===== src/rtl/unidad_control.sv =====
// ---------------------------------------------------------------------------
// unidad_control -- control unit for a small single-cycle CPU datapath.
//
// Purpose: BOOT/RUN/HALT sequencer plus a combinational instruction decoder.
// It also keeps a registered ALU zero flag for conditional jumps and a
// counter of retired instructions.
//
// Ports:
//   clk     in   system clock; all state changes on its rising edge
//   reset   in   asynchronous active-low reset
//   opcode  in   [5:0] instruction bits from program memory
//   z       in   live ALU zero; it only feeds the zf register
//   cont    in   resume request, only looked at in HALT
//   s_inc   out  PC source: 1 = PC+1, 0 = jump target
//   s_inm   out  register write data: 1 = immediate, 0 = ALU result
//   we3     out  register-file write enable
//   op      out  [2:0] ALU operation
//   pc_en   out  PC write enable
//   halted  out  high while in HALT
//   icount  out  [CW-1:0] retired-instruction count (wraps silently)
//   zf      out  registered zero flag
// ---------------------------------------------------------------------------
module unidad_control #(
    parameter int CW = 16
) (
    input  logic          clk,
    input  logic          reset,
    input  logic [5:0]    opcode,
    input  logic          z,
    input  logic          cont,
    output logic          s_inc,
    output logic          s_inm,
    output logic          we3,
    output logic [2:0]    op,
    output logic          pc_en,
    output logic          halted,
    output logic [CW-1:0] icount,
    output logic          zf
);

    typedef enum logic [1:0] {
        BOOT = 2'd0,
        RUN  = 2'd1,
        HALT = 2'd2
    } state_t;

    state_t        state_q, state_d;
    logic          zf_q, zf_d;
    logic [CW-1:0] icount_q, icount_d;

    always_ff @(posedge clk or negedge reset) begin
        if (!reset) begin
            state_q  <= BOOT;
            zf_q     <= 1'b0;
            icount_q <= '0;
        end else begin
            state_q  <= state_d;
            zf_q     <= zf_d;
            icount_q <= icount_d;
        end
    end

    always_comb begin
        // Safe values: nothing written, PC held.
        state_d  = state_q;
        zf_d     = zf_q;
        icount_d = icount_q;
        s_inc    = 1'b1;
        s_inm    = 1'b0;
        we3      = 1'b0;
        op       = 3'b000;
        pc_en    = 1'b0;

        case (state_q)
            // One idle cycle so program memory can present the first word.
            BOOT: state_d = RUN;

            RUN: begin
                pc_en    = 1'b1;
                // Every RUN cycle retires one instruction, HALT included.
                icount_d = icount_q + {{(CW-1){1'b0}}, 1'b1};
                if (!opcode[3]) begin
                    op   = opcode[2:0];
                    we3  = 1'b1;
                    zf_d = z;               // only ALU ops update the flag
                end else if (opcode[3:0] == 4'b1000) begin
                    we3   = 1'b1;
                    s_inm = 1'b1;
                end else if (opcode == 6'b001001) begin
                    s_inc = 1'b0;
                end else if (opcode == 6'b011001) begin
                    s_inc = ~zf_q;          // JZ: jump when stored zero set
                end else if (opcode == 6'b101001) begin
                    s_inc = zf_q;           // JNZ: jump when stored zero clear
                end else if (opcode == 6'b111001) begin
                    pc_en   = 1'b0;         // freeze PC on the HALT word
                    state_d = HALT;
                end
            end

            HALT: begin
                // Resuming steps the PC past the HALT instruction.
                if (cont) begin
                    pc_en   = 1'b1;
                    state_d = RUN;
                end
            end

            default: state_d = BOOT;
        endcase
    end

    assign halted = (state_q == HALT);
    assign icount = icount_q;
    assign zf     = zf_q;

endmodule


===== config.mk =====
export PLATFORM = sky130hd
export DESIGN_NAME = unidad_control
export DESIGN_NICKNAME = d
export VERILOG_FILES = /design/src/rtl/unidad_control.sv
export SDC_FILE = /design/constraint.sdc
export NUM_CORES = 1
export LEC_CHECK = 0
export ABC_AREA = 1
export ABC_CLOCK_PERIOD_IN_PS = 3500
export CAP_MARGIN = 5
export CORE_ASPECT_RATIO = 1.5
export CORE_UTILIZATION = 49
export CTS_CLUSTER_DIAMETER = 100
export DETAILED_ROUTE_END_ITERATION = 6
export PLACE_DENSITY_LB_ADDON = 0.2
export SYNTH_ARGS = -nofsm -noshare
export SYNTH_HDL_FRONTEND = slang
export SYNTH_SLANG_ARGS = --single-unit

===== constraint.sdc =====
create_clock -name clk -period 3.5 [get_ports clk]
set_clock_uncertainty 0.1 [all_clocks]
set_input_delay 0.875 -clock clk [delete_from_list [all_inputs] [get_ports clk]]
set_output_delay 0.875 -clock clk [all_outputs]
set_load 0.02 [all_outputs]

Word level (Yosys, flattened, before mapping) --
Cells that the tools add are included. W data, S select, Z words.
Cells by class: add/sub/neg operators 1, equal/unequal tests 14, muxes and demuxes 29, bitwise operators 2, reductions and logical operators 3
Operators by type and width (count):
- $mux W1 | 18
- $add A16 B1 Y16 const B | 1
- $mux W2 | 7
- $ne A2 B2 Y1 const B | 7
- $eq A6 B6 Y1 const B | 2
- $reduce_and A7 Y1 | 1
- $eq A6 B4 Y1 const B | 1
- $eq A6 B5 Y1 const B | 1
- $mux W3 | 2
- $pmux W2 S3 | 1
- $eq A4 B4 Y1 const B | 1
- $eq A2 B1 Y1 const B | 1
- $eq A2 B2 Y1 const B | 1
- $logic_not A2 Y1 | 1
- $not A1 Y1 | 2
- $pmux W1 S2 | 1
- $reduce_and A2 Y1 | 1
Storage, ports and cells: register bits after elaboration 19, bits of input ports 10, output and inout bits 25

Longest topological paths before layout --
word-level depth 8, gate-level depth with buffers 10, depth with buffers taken out 10

Worst setup path after synthesis --
Ideal clock, no wire load.
path kind input -> output, start input opcode[0], end output pc_en, data arrival time 1.642 ns, setup slack 0.883 ns, stages on the path 5, buffers on the path 0, path through inv_1 nor2_1 nand2_1 o21ai_1 a21boi_0
Between the ends: cells in the longest elaborated chain, start to end 8, elaborated cells on any way between the ends 12
Ends and longest elaborated chain:
- from (decl) | line 28 | input logic [5:0] opcode,
- $eq A6 B6 Y1 | line 95 | end else if (opcode == 6'b111001) begin
- $mux W1 | line 95
- $mux W1 | line 93 | end else if (opcode == 6'b101001) begin
- $mux W1 | line 91 | end else if (opcode == 6'b011001) begin
- $mux W1 | line 89 | end else if (opcode == 6'b001001) begin
- $mux W1 (*) | line 86 | end else if (opcode[3:0] == 4'b1000) begin
- $mux W1 (*) | line 82 | if (!opcode[3]) begin
- $pmux W1 S2 (*) | line 74 | case (state_q)
- to (decl) | line 35 | output logic pc_en,
Mark *: on every way between the ends. The rest lies on a longest branch, timed or not.

Worst setup path in the final report --
start input opcode[3], end output s_inm
Between the ends: cells in the longest elaborated chain, start to end 4
Ends and longest elaborated chain:
- $eq A4 B4 Y1 | line 86
- $mux W1 | line 86
- $mux W1 (*) | line 82
- $mux W1 (*) | line 74
- to (decl) | line 32 | output logic s_inm,
Marks and branches as above.

==> run summary <==
===============================================================================================
Final Setup Violations                                                                        0
Boundary pin count                                                                           35
Sequential cell area fraction in the yosys report                                         0.434
Buffers inserted during post-CTS setup optimization                                           0
Min cycle time layout                                                                   3380 ps
Post-synthesis cell area                                                              1100 um^2
Status                                                                             finished, final reports clean
Setup Total Neg Slack                                                                      0 ps
Count of clock tree sinks                                                                    19
Yosys cell types                                                                             23
Routed via count divided by cell count                                                     4.97
Top cell type by total area after synthesis                                        sky130_fd_sc_hd__dfrtp_1
Width of the die                                                                        40.6 um
CP Capture Type                                                                     output port
Worst hold slack after final layout                                                      406 ps
CTS Root Cell                                                                      sky130_fd_sc_hd__clkbuf_4
Die area                                                                              2430 um^2
Worst slew pin tran                                                                      839 ps
Layout Area Growth over Synthesis                                                         36.1%
Worst setup path class                                                                in -> out
Minimum setup slack among reg-to-reg paths                                              1590 ps
Final design area excluding fillers                                                   1490 um^2
Register share of total power                                                             0.392
Number of detailed-routing iterations run before antenna repair                               4
Top FF cell, synth                                                                 sky130_fd_sc_hd__dfrtp_1
Number of global-route vias before repair                                                   858
Number of max-slew violations in the final report                                             0
Routed wire length per instance                                                         10.8 um
Unrepaired setup endpoints after global routing                                              no
Overall global routing resource usage                                                     0.201
#FFs+latches synth                                                                           19
Initial Util                                                                              0.528
Max cap viols                                                                                 0
Max VDD drop                                                                           0.392 mV
Violation count after the first detailed-routing iteration                                    9
Count of synthesis-stage warnings from yosys                                                  0
Worst EP required                                                                       2520 ps
Maximum buffer depth of the clock tree                                                        2
Number of port buffers                                                                       34
Fraction of power spent switching nets                                                    0.416
DIE HEIGHT                                                                              59.9 um
HPWL after detailed placement                                                           1.63 mm
Fin crit share                                                                            0.966
Post-synth top area share                                                                 0.434
Endpoints failing hold                                                                        0
Post-synthesis net count                                                                    143
Weighted congestion at the end of routability-driven global placement                     0.675
Post-synthesis average cell area                                                      8.56 um^2
Combinational group share of total power                                                  0.479
Leak Pwr                                                                               0.724 nW
Most common cell in the netlist                                                    sky130_fd_sc_hd__nand2_1
Pin count of the biggest net entering global routing                                         20
Clock insertion delay at the later pin of the skew report                                300 ps
Number of flops mapped to enable cells by yosys                                               0
H-tree Lvls                                                                                   1
Arrival time reported for the critical path endpoint                                    2410 ps
Share of power burned in the clock network                                                0.130
Critical path's largest stage delay                                                      600 ps
Layout cell share with drive strength beyond 1                                           0.0964
Fraction of synthesis flops using an asynchronous set or reset pin                         1.00
Int Pwr                                                                              0.000517 W
Max-slew headroom                                                                         0.439
CTS tree                                                                                   done
Total number of placement rows                                                               20
Cell with the largest stage delay on the worst path                                sky130_fd_sc_hd__clkdlybuf4s50_1
Global-route wire length before repair                                                  3.40 mm
Cell area after placement                                                             1460 um^2
List of most frequent post-synthesis cells                                         sky130_fd_sc_hd__nand2_1 (34), sky130_fd_sc_hd__dfrtp_1 (19), sky130_fd_sc_hd__inv_1 (19), sky130_fd_sc_hd__nor2_1 (11), sky130_fd_sc_hd__xnor2_1 (8)
Ant. Diodes                                                                                   0
Startpoint type of the worst setup path                                              input port
Power density over the cells                                                        593 nW/um^2
Number of routed nets with antenna violations                                                 0
Number of antenna violations at the first check in global routing                             0
Nets@finish                                                                                 182
Class of the most critical hold timing path                                          reg -> reg
Timing-limited maximum frequency                                                        296 MHz
Cell count after synthesis                                                                  128
Largest cells by area after synthesis                                              sky130_fd_sc_hd__dfrtp_1 (43%), sky130_fd_sc_hd__nand2_1 (12%), sky130_fd_sc_hd__inv_1 (6.5%)
Number of buffers created by CTS                                                              3
Max FO, Critical Path                                                                         2
Psw                                                                                  0.000368 W
Ordered list of cells on the worst path                                            clkdlybuf4s50_1, inv_1, nor2_1, buf_4, nand4_1, inv_1, clkdlybuf4s50_1
Grt total ovfl                                                                                0
Area of the core region                                                               2080 um^2
Clock input transition at the sequential cells of the worst setup and hold paths         110 ps
Via count of the routed design                                                              935
Total Routed Length                                                                     2.04 mm
Post-route DRC violation count                                                                0
===============================================================================================
## repair_timing
| item | 4_1_cts | 5_1_grt |
|---|---|---|
| setup endpoints to repair | 1 | 1 |
| gates resized for setup | 1 | 1 |
| endpoints found under the hold margin | 0 | 0 |
| hold buffers | 0 | 0 |
## stage by stage
| stage | total power [W] | util | cells | setup slack, ps |
|---|---|---|---|---|
| detailed placement | 0.000783 | 0.705 | 184 | -21.1 |
| global route | 0.000951 | 0.718 | 188 | 31.5 |
| global placement | 0.000771 | 0.705 | 184 | 81.3 |
| CTS | 0.000893 | 0.717 | 188 | 94.4 |
| floorplan | 0.000607 | - | 128 | 883 |
| finish | 0.000885 | 0.718 | 188 | 118 |
## layout by cell type, fill, tap and decap left out, types with 2 or more instances in the layout
| cell | count |
|---|---|
| sky130_fd_sc_hd__xor2_1 | 3 |
| sky130_fd_sc_hd__ha_1 | 5 |
| sky130_fd_sc_hd__inv_1 | 19 |
| sky130_fd_sc_hd__nor2_2 | 2 |
| sky130_fd_sc_hd__nor2_1 | 11 |
| sky130_fd_sc_hd__mux2_2 | 2 |
| sky130_fd_sc_hd__xnor2_1 | 8 |
| sky130_fd_sc_hd__nand3_2 | 3 |
| sky130_fd_sc_hd__nand2_2 | 2 |
| sky130_fd_sc_hd__nand3_1 | 5 |
| sky130_fd_sc_hd__nand2_1 | 34 |
| sky130_fd_sc_hd__clkdlybuf4s50_1 | 32 |
| sky130_fd_sc_hd__nand4_1 | 5 |
| sky130_fd_sc_hd__clkbuf_4 | 3 |
| sky130_fd_sc_hd__dfrtp_1 | 19 |
## layer usage
metal	vias up	share of wire	GRT usage
met5	-	0	0
met4	0	0.018	0.0857
met3	5	0.039	0.0372
met2	25	0.51	0.345
met1	435	0.43	0.229
li1	470	-	-
## critical path: cells and delay by family
| family | cells | cell delay (ps) |
|---|---|---|
| buf+inv | 5 | 1300 |
| simple gates | 2 | 220 |
## path summary, 6_finish.rpt
kind,startpoint,endpoint,cells after the start
max,opcode[3],s_inm,7
min,icount[15],icount[15],2
max reg2reg,state_q[1],icount[12],9
min reg2reg,icount[15],icount[15],2
max in group asynchronous,reset,icount[0],1
min in group asynchronous,reset,icount[13],1
## cells by family after synthesis
family          count (synthesis)  synth area share
fa+ha+maj                       5            0.0571
buf+inv                        20            0.0719
flops                          19             0.434
mux                             3            0.0297
compound gates                  3            0.0183
simple gates                   67             0.301
xor+xnor                       11            0.0879
## power groups by stage
stage	Clock, W	Sequential, W	Combinational (W)
after detailed placement	0	0.000352	0.000432
after global placement	0	0.000349	0.000422
final	0.000115	0.000346	0.000423
after global routing	0.000125	0.000357	0.000469
after floorplan	0	0.000392	0.000215
after CTS	0.000117	0.000348	0.000429
## layout make-up
cell class	count	area, um^2
fillers	166	586
multi-input cells	89	542
flip-flops and latches	19	475
repair buffers	35	349
inverters	19	71.3
well taps	22	27.5
clock buffers	4	26.3
## flip-flops by register name, indices dropped and copies added, names as in the netlist
register  flops
icount       16
state_q       2
zf            1
Power figures use the tool's default switching activity.
